==> src/rtl/sr_cmd_pkg.sv <==
// rtl/sr_cmd_pkg.sv - shared state encoding and default timing constants for the SR command sequencer
package sr_cmd_pkg;

  typedef enum logic [1:0] {
    ST_IDLE      = 2'd0,
    ST_SET_PULSE = 2'd1,
    ST_CLR_PULSE = 2'd2,
    ST_GAP       = 2'd3
  } seq_state_e;

  localparam int unsigned DEF_DEB_CYCLES = 4;
  localparam int unsigned DEF_DEB_W      = 3;
  localparam int unsigned DEF_PULSE_W    = 2;

  // Pulse-width counter needs at least one bit even when PULSE_W is 1.
  function automatic int unsigned pcnt_width(input int unsigned pulse_w);
    return (pulse_w > 1) ? $clog2(pulse_w) : 1;
  endfunction

endpackage

==> src/rtl/sr_debounce.sv <==
// rtl/sr_debounce.sv - two-flop synchroniser, stability counter and rising-edge press detect for one button
module sr_debounce #(
  parameter int unsigned DEB_CYCLES = 4,
  parameter int unsigned DEB_W      = 3
) (
  input  logic clk_i,
  input  logic rst_ni,
  input  logic btn_i,
  output logic press_o
);

  localparam logic [DEB_W-1:0] CNT_LAST = DEB_W'(DEB_CYCLES - 1);

  logic             sync1_q;
  logic             sync2_q;
  logic             stable_q;
  logic             stable_d;
  logic             stable_prev_q;
  logic [DEB_W-1:0] cnt_q;
  logic [DEB_W-1:0] cnt_d;

  // The counter only runs while the synchronised level disagrees with the accepted one.
  always_comb begin
    cnt_d    = '0;
    stable_d = stable_q;
    if (sync2_q != stable_q) begin
      if (cnt_q == CNT_LAST) begin
        stable_d = sync2_q;
      end else begin
        cnt_d = cnt_q + DEB_W'(1);
      end
    end
  end

  always_ff @(posedge clk_i or negedge rst_ni) begin
    if (!rst_ni) begin
      sync1_q       <= 1'b0;
      sync2_q       <= 1'b0;
      stable_q      <= 1'b0;
      stable_prev_q <= 1'b0;
      cnt_q         <= '0;
    end else begin
      sync1_q       <= btn_i;
      sync2_q       <= sync1_q;
      stable_q      <= stable_d;
      stable_prev_q <= stable_q;
      cnt_q         <= cnt_d;
    end
  end

  assign press_o = stable_q & ~stable_prev_q;

endmodule

==> src/rtl/sr_cmd_sequencer.sv <==
// rtl/sr_cmd_sequencer.sv - debounced set/clear buttons turned into exclusive fixed-width s/r pulses
module sr_cmd_sequencer
  import sr_cmd_pkg::*;
#(
  parameter int unsigned DEB_CYCLES = DEF_DEB_CYCLES,
  parameter int unsigned DEB_W      = DEF_DEB_W,
  parameter int unsigned PULSE_W    = DEF_PULSE_W
) (
  input  logic clk,
  input  logic reset,
  input  logic set_btn,
  input  logic clr_btn,
  output logic s,
  output logic r,
  output logic busy,
  output logic ovr
);

  localparam int unsigned       PCNT_W    = pcnt_width(PULSE_W);
  localparam logic [PCNT_W-1:0] PCNT_LAST = PCNT_W'(PULSE_W - 1);

  logic              set_press;
  logic              clr_press;
  seq_state_e        state_q;
  logic [PCNT_W-1:0] pcnt_q;
  logic              set_pend_q;
  logic              set_pend_d;
  logic              clr_pend_q;
  logic              clr_pend_d;
  logic              ovr_q;
  logic              ovr_d;
  logic              s_q;
  logic              r_q;
  logic              busy_q;
  logic              dispatch;
  logic              take_clr;
  logic              take_set;

  sr_debounce #(
    .DEB_CYCLES (DEB_CYCLES),
    .DEB_W      (DEB_W)
  ) u_set_deb (
    .clk_i   (clk),
    .rst_ni  (reset),
    .btn_i   (set_btn),
    .press_o (set_press)
  );

  sr_debounce #(
    .DEB_CYCLES (DEB_CYCLES),
    .DEB_W      (DEB_W)
  ) u_clr_deb (
    .clk_i   (clk),
    .rst_ni  (reset),
    .btn_i   (clr_btn),
    .press_o (clr_press)
  );

  // GAP dispatches like IDLE so back-to-back requests are separated by a single low cycle.
  assign dispatch = (state_q == ST_IDLE) || (state_q == ST_GAP);
  assign take_clr = dispatch & clr_pend_q;
  assign take_set = dispatch & ~clr_pend_q & set_pend_q;

  always_comb begin
    set_pend_d = set_press | (set_pend_q & ~take_set);
    clr_pend_d = clr_press | (clr_pend_q & ~take_clr);
    ovr_d      = (set_press & set_pend_q & ~take_set) |
                 (clr_press & clr_pend_q & ~take_clr);
  end

  always_ff @(posedge clk or negedge reset) begin
    if (!reset) begin
      state_q    <= ST_IDLE;
      pcnt_q     <= '0;
      set_pend_q <= 1'b0;
      clr_pend_q <= 1'b0;
      ovr_q      <= 1'b0;
      s_q        <= 1'b0;
      r_q        <= 1'b0;
      busy_q     <= 1'b0;
    end else begin
      set_pend_q <= set_pend_d;
      clr_pend_q <= clr_pend_d;
      ovr_q      <= ovr_d;
      case (state_q)
        ST_IDLE, ST_GAP: begin
          pcnt_q <= '0;
          if (take_clr) begin
            state_q <= ST_CLR_PULSE;
            s_q     <= 1'b0;
            r_q     <= 1'b1;
            busy_q  <= 1'b1;
          end else if (take_set) begin
            state_q <= ST_SET_PULSE;
            s_q     <= 1'b1;
            r_q     <= 1'b0;
            busy_q  <= 1'b1;
          end else begin
            state_q <= ST_IDLE;
            s_q     <= 1'b0;
            r_q     <= 1'b0;
            busy_q  <= 1'b0;
          end
        end
        ST_SET_PULSE, ST_CLR_PULSE: begin
          if (pcnt_q == PCNT_LAST) begin
            state_q <= ST_GAP;
            pcnt_q  <= '0;
            s_q     <= 1'b0;
            r_q     <= 1'b0;
            busy_q  <= 1'b1;
          end else begin
            pcnt_q <= pcnt_q + PCNT_W'(1);
          end
        end
        default: begin
          state_q <= ST_IDLE;
          s_q     <= 1'b0;
          r_q     <= 1'b0;
          busy_q  <= 1'b0;
        end
      endcase
    end
  end

  assign s    = s_q;
  assign r    = r_q;
  assign busy = busy_q;
  assign ovr  = ovr_q;

endmodule

==> config.mk <==
export PLATFORM = sky130hd
export DESIGN_NAME = sr_cmd_sequencer
export DESIGN_NICKNAME = d
export VERILOG_FILES = /design/src/rtl/sr_cmd_pkg.sv /design/src/rtl/sr_debounce.sv /design/src/rtl/sr_cmd_sequencer.sv
export SDC_FILE = /design/constraint.sdc
export NUM_CORES = 1
export LEC_CHECK = 0
export BUFFER_PORTS_ARGS = -buffer_cell sky130_fd_sc_hd__buf_2
export CAP_MARGIN = 15
export CORE_ASPECT_RATIO = 1.4
export CORE_MARGIN = 4
export CORE_UTILIZATION = 50
export DETAILED_ROUTE_END_ITERATION = 6
export HOLD_SLACK_MARGIN = 0.15
export PLACE_DENSITY = 0.78
export SLEW_MARGIN = 30
export SYNTH_ARGS = -nofsm -noshare
export SYNTH_HDL_FRONTEND = slang
export SYNTH_HIERARCHICAL = 1
export SYNTH_SLANG_ARGS = --single-unit
==> constraint.sdc <==
create_clock -name clk -period 1.7 [get_ports clk]
set_clock_uncertainty 0.05 [all_clocks]
set_input_delay 0.255 -clock clk [delete_from_list [all_inputs] [get_ports clk]]
set_output_delay 0.255 -clock clk [all_outputs]
set_load 0.005 [all_outputs]
==> metrics.log <==
[metrics] dominant combinational cell family by area after synthesis: simple AND/OR/NAND/NOR gates
[metrics] final routed DRC violation total: 0
[metrics] global-route total usage across every layer: 12.1%
[metrics] number of global-route vias before repair: 550
[metrics] Distinct cells, synth: 24
[metrics] post-synthesis sequential element count: 23
[metrics] Final Critical Period: 1.29 ns
[metrics] DRT antenna net count: 0
[metrics] die height: 59.7 um
[metrics] Leakage Power: 0.477 nW
[metrics] number of iterations in the first detailed-routing pass: 3
[metrics] Slowest-stage cell, CP: sky130_fd_sc_hd__dfrtp_1
[metrics] number of nets in the layout: 85
[metrics] TritonCTS clock tree: built
[metrics] Post-CTS Repair Setup Buffers: 0
[metrics] hold bufs inserted after CTS: 3
[metrics] vias after detailed routing: 521
[metrics] TritonCTS sink count: 23
[metrics] total negative setup slack: 0 ns
[metrics] final core area utilization: 58.4%
[metrics] via-per-instance ratio: 5.32
[metrics] wire length per cell: 13.1 um
[metrics] normalized max-slew margin: 67.0%
[metrics] data arrival time at the worst-slack endpoint: 1.43 ns
[metrics] Max Freq: 0.778 GHz
[metrics] Syn Area/Cell: 14.2 um^2
[metrics] multiplexer share of the synthesized area: 7.22%
[metrics] final HPWL from detailed placement: 927 um
[metrics] worst-skew pair later-pin latency: 0.29 ns
[metrics] path class of the lowest-slack min-delay path: reg2reg
[metrics] Setup crit end kind: flip-flop
[metrics] clock tree root driver cell: sky130_fd_sc_hd__clkbuf_4
[metrics] post-synthesis cell area: 953 um^2
[metrics] share of the yosys chip area belonging to registers: 60.4%
[metrics] post_cts resized: 0
[metrics] RSZ-0062 raised after global routing: no
[metrics] Area Overhead vs Synth: 9.06%
[metrics] result of the run: finished, final reports clean
[metrics] maximum number of pins on one net before global-route repair: 24
[metrics] cells traversed along the worst timing path: xor2_4 -> mux2_1
[metrics] peak fanout along the critical path: 7
[metrics] critical setup path kind: reg2reg
[metrics] ratio of cells with drive above 1 in the final layout: 24.4%
[metrics] CTS HTree Levels: 1
[metrics] top area cells in the synthesized netlist: sky130_fd_sc_hd__dfrtp_1, sky130_fd_sc_hd__nor2b_1, sky130_fd_sc_hd__nor2b_4, sky130_fd_sc_hd__xor2_4, sky130_fd_sc_hd__xnor2_1
[metrics] Total Routed Length: 1290 um
[metrics] CTS Buffer Depth: 2
[metrics] max-slew violation count: 0
[metrics] buffers added on ports: 7
[metrics] Worst-path clk slew: 0.12 ns
[metrics] Initial Utilization: 53.6%
[metrics] Synth top area share: 60.4%
[metrics] pre-CTS setup slack: 0.437 ns
[metrics] area of the core: 0.00178 mm^2
[metrics] Num CTS Buffers: 3
[metrics] Adder-Cell Fraction of Synth Area: 2.62%
[metrics] ratio of final minimum period to clock period: 75.6%
[metrics] count of boundary I/O pins: 8
[metrics] Worst Path Required: 1.84 ns
[metrics] synthesized net count: 73
[metrics] Least-Margin Pin Slew: 0.496 ns
[metrics] cell type with the highest aggregate area in the netlist: sky130_fd_sc_hd__dfrtp_1
[metrics] setup-violating endpoint count in the final report: 0
[metrics] max-capacitance violation count: 0
[metrics] total number of yosys warnings: 6
[metrics] Hold Slack: 0.320 ns
[metrics] antenna fix cells: 0
[metrics] basic-gate share of the synthesized area counting and, or, nand and nor cells: 15.7%
[metrics] post-synthesis share of cell area spent on xor and xnor gates: 5.64%
[metrics] biggest regs: u_clr_deb/cnt_q (3), u_set_deb/cnt_q (3), state_q (2)
[metrics] count of routing violations after the opening detailed-route iteration: 3
[metrics] antenna violations before repair: 0
[metrics] number of endpoints with negative hold slack in the final report: 0
[metrics] horizontal extent of the die: 44.9 um
[metrics] gp weighted congestion: 0.728
[metrics] area of the die: 0.00268 mm^2
[metrics] number of standard cells after synthesis: 67
[metrics] largest stage delay on the critical path: 0.56 ns
[metrics] # rows: 18
[metrics] wire length of the first global-routing pass: 2390 um
[metrics] compound-gate portion of the synthesized area: 5.25%
[metrics] IR Drop Worst-Case VDD: 0.919 mV
[metrics] power density over the cells: 1740 mW/mm^2
[metrics] minimum setup slack in the final design: 0.415 ns
[metrics] Worst Setup Start Kind: flip-flop
[metrics] GR Overflow Total: 0
## worst max-delay path, delay by kind of cell (launching register included)
kind                      cells  cell delay, ns
muxes                         1            0.34
DFF                           1            0.56
xor gates and xnor gates      1            0.23
## layout by cell type, fill, tap and decap left out, drive strengths merged
cell type,instances
dlygate4sd3,3
buf,7
a2bb2oi,1
a22oi,1
a21o,1
ha,2
mux2i,2
nor2b,7
o21ai,1
or3b,1
a21oi,3
clkbuf,4
nor3,3
xnor2,3
dfrtp,23
nor3b,4
nand3,1
nand2,1
xor2,1
mux2,4
nor2,5
## kinds of logic (layout without fill, tap and decap cells)
kind of cell / after synthesis / after routing
multiplexers: 6 / 6
XOR/XNOR: 4 / 4
AND/OR/NAND/NOR: 22 / 22
adder cells (fa/ha/maj): 2 / 2
AO/OA/AOI/OAI: 7 / 7
flip-flops: 23 / 23
buffers and inverters: 3 / 14
## synth_stat cells, drive strengths merged
cell type / number
a2bb2oi: 1
nor2: 5
mux2: 4
o21ai: 1
clkbuf: 1
nor3b: 4
dfrtp: 23
xor2: 1
mux2i: 2
a21oi: 3
buf: 2
a22oi: 1
xnor2: 3
ha: 2
or3b: 1
nand2: 1
a21o: 1
nand3: 1
nor2b: 7
nor3: 3
## stage by stage
step | total power, W | instance area [um^2] | instances
3_3_place_gp | 0.00154 | 983 | 91
4_1_cts | 0.00183 | 1040 | 98
6_report | 0.00181 | 1040 | 98
2_1_floorplan | 0.00149 | 953 | 67
5_1_grt | 0.00196 | 1040 | 98
3_5_place_dp | 0.00158 | 983 | 91
## cell type report
| cell class | count | area (um^2) |
|---|---|---|
| Sequential cell | 23 | 576 |
| Timing Repair Buffer | 10 | 65.1 |
| Fill cell | 133 | 739 |
| Clock buffer | 4 | 26.3 |
| Multi-Input combinational cell | 41 | 348 |
| Tap cell | 20 | 25.0 |
## report_power, final
part / internal, W / switching (W)
clock: 0.0000912 / 0.000148
combinational: 0.000364 / 0.000265
sequential: 0.000735 / 0.000203
total: 0.00119 / 0.000616
## final timing paths
path	slack (ns)	startpoint	endpoint	depth (start not counted)
min in group asynchronous	0.39	reset	ovr$_DFF_PN0_	2
setup / recovery	0.41	state_q[1]$_DFFE_PN0N_	s$_DFFE_PN0N_	2
hold / removal	0.32	u_clr_deb/sync1_q$_DFF_PN0_	u_clr_deb/sync2_q$_DFF_PN0_	0
max in group asynchronous	0.88	reset	u_set_deb/stable_prev_q$_DFF_PN0_	2
setup reg to reg	0.41	state_q[1]$_DFFE_PN0N_	s$_DFFE_PN0N_	2
hold reg to reg	0.32	u_clr_deb/sync1_q$_DFF_PN0_	u_clr_deb/sync2_q$_DFF_PN0_	0
## per-layer routing
layer  part of all wire, %  up-vias  global-route usage, %  routed length (um)
met5                     0        -                      0                   0
met4                   2.3        0                   6.28                  29
met3                   3.7        4                   1.81                  48
met2                    52        9                   20.3                 668
met1                    42      259                   14.9                 539
li1                      -      249                      -                   -
Note: power is estimated with default switching activity, not from simulation.
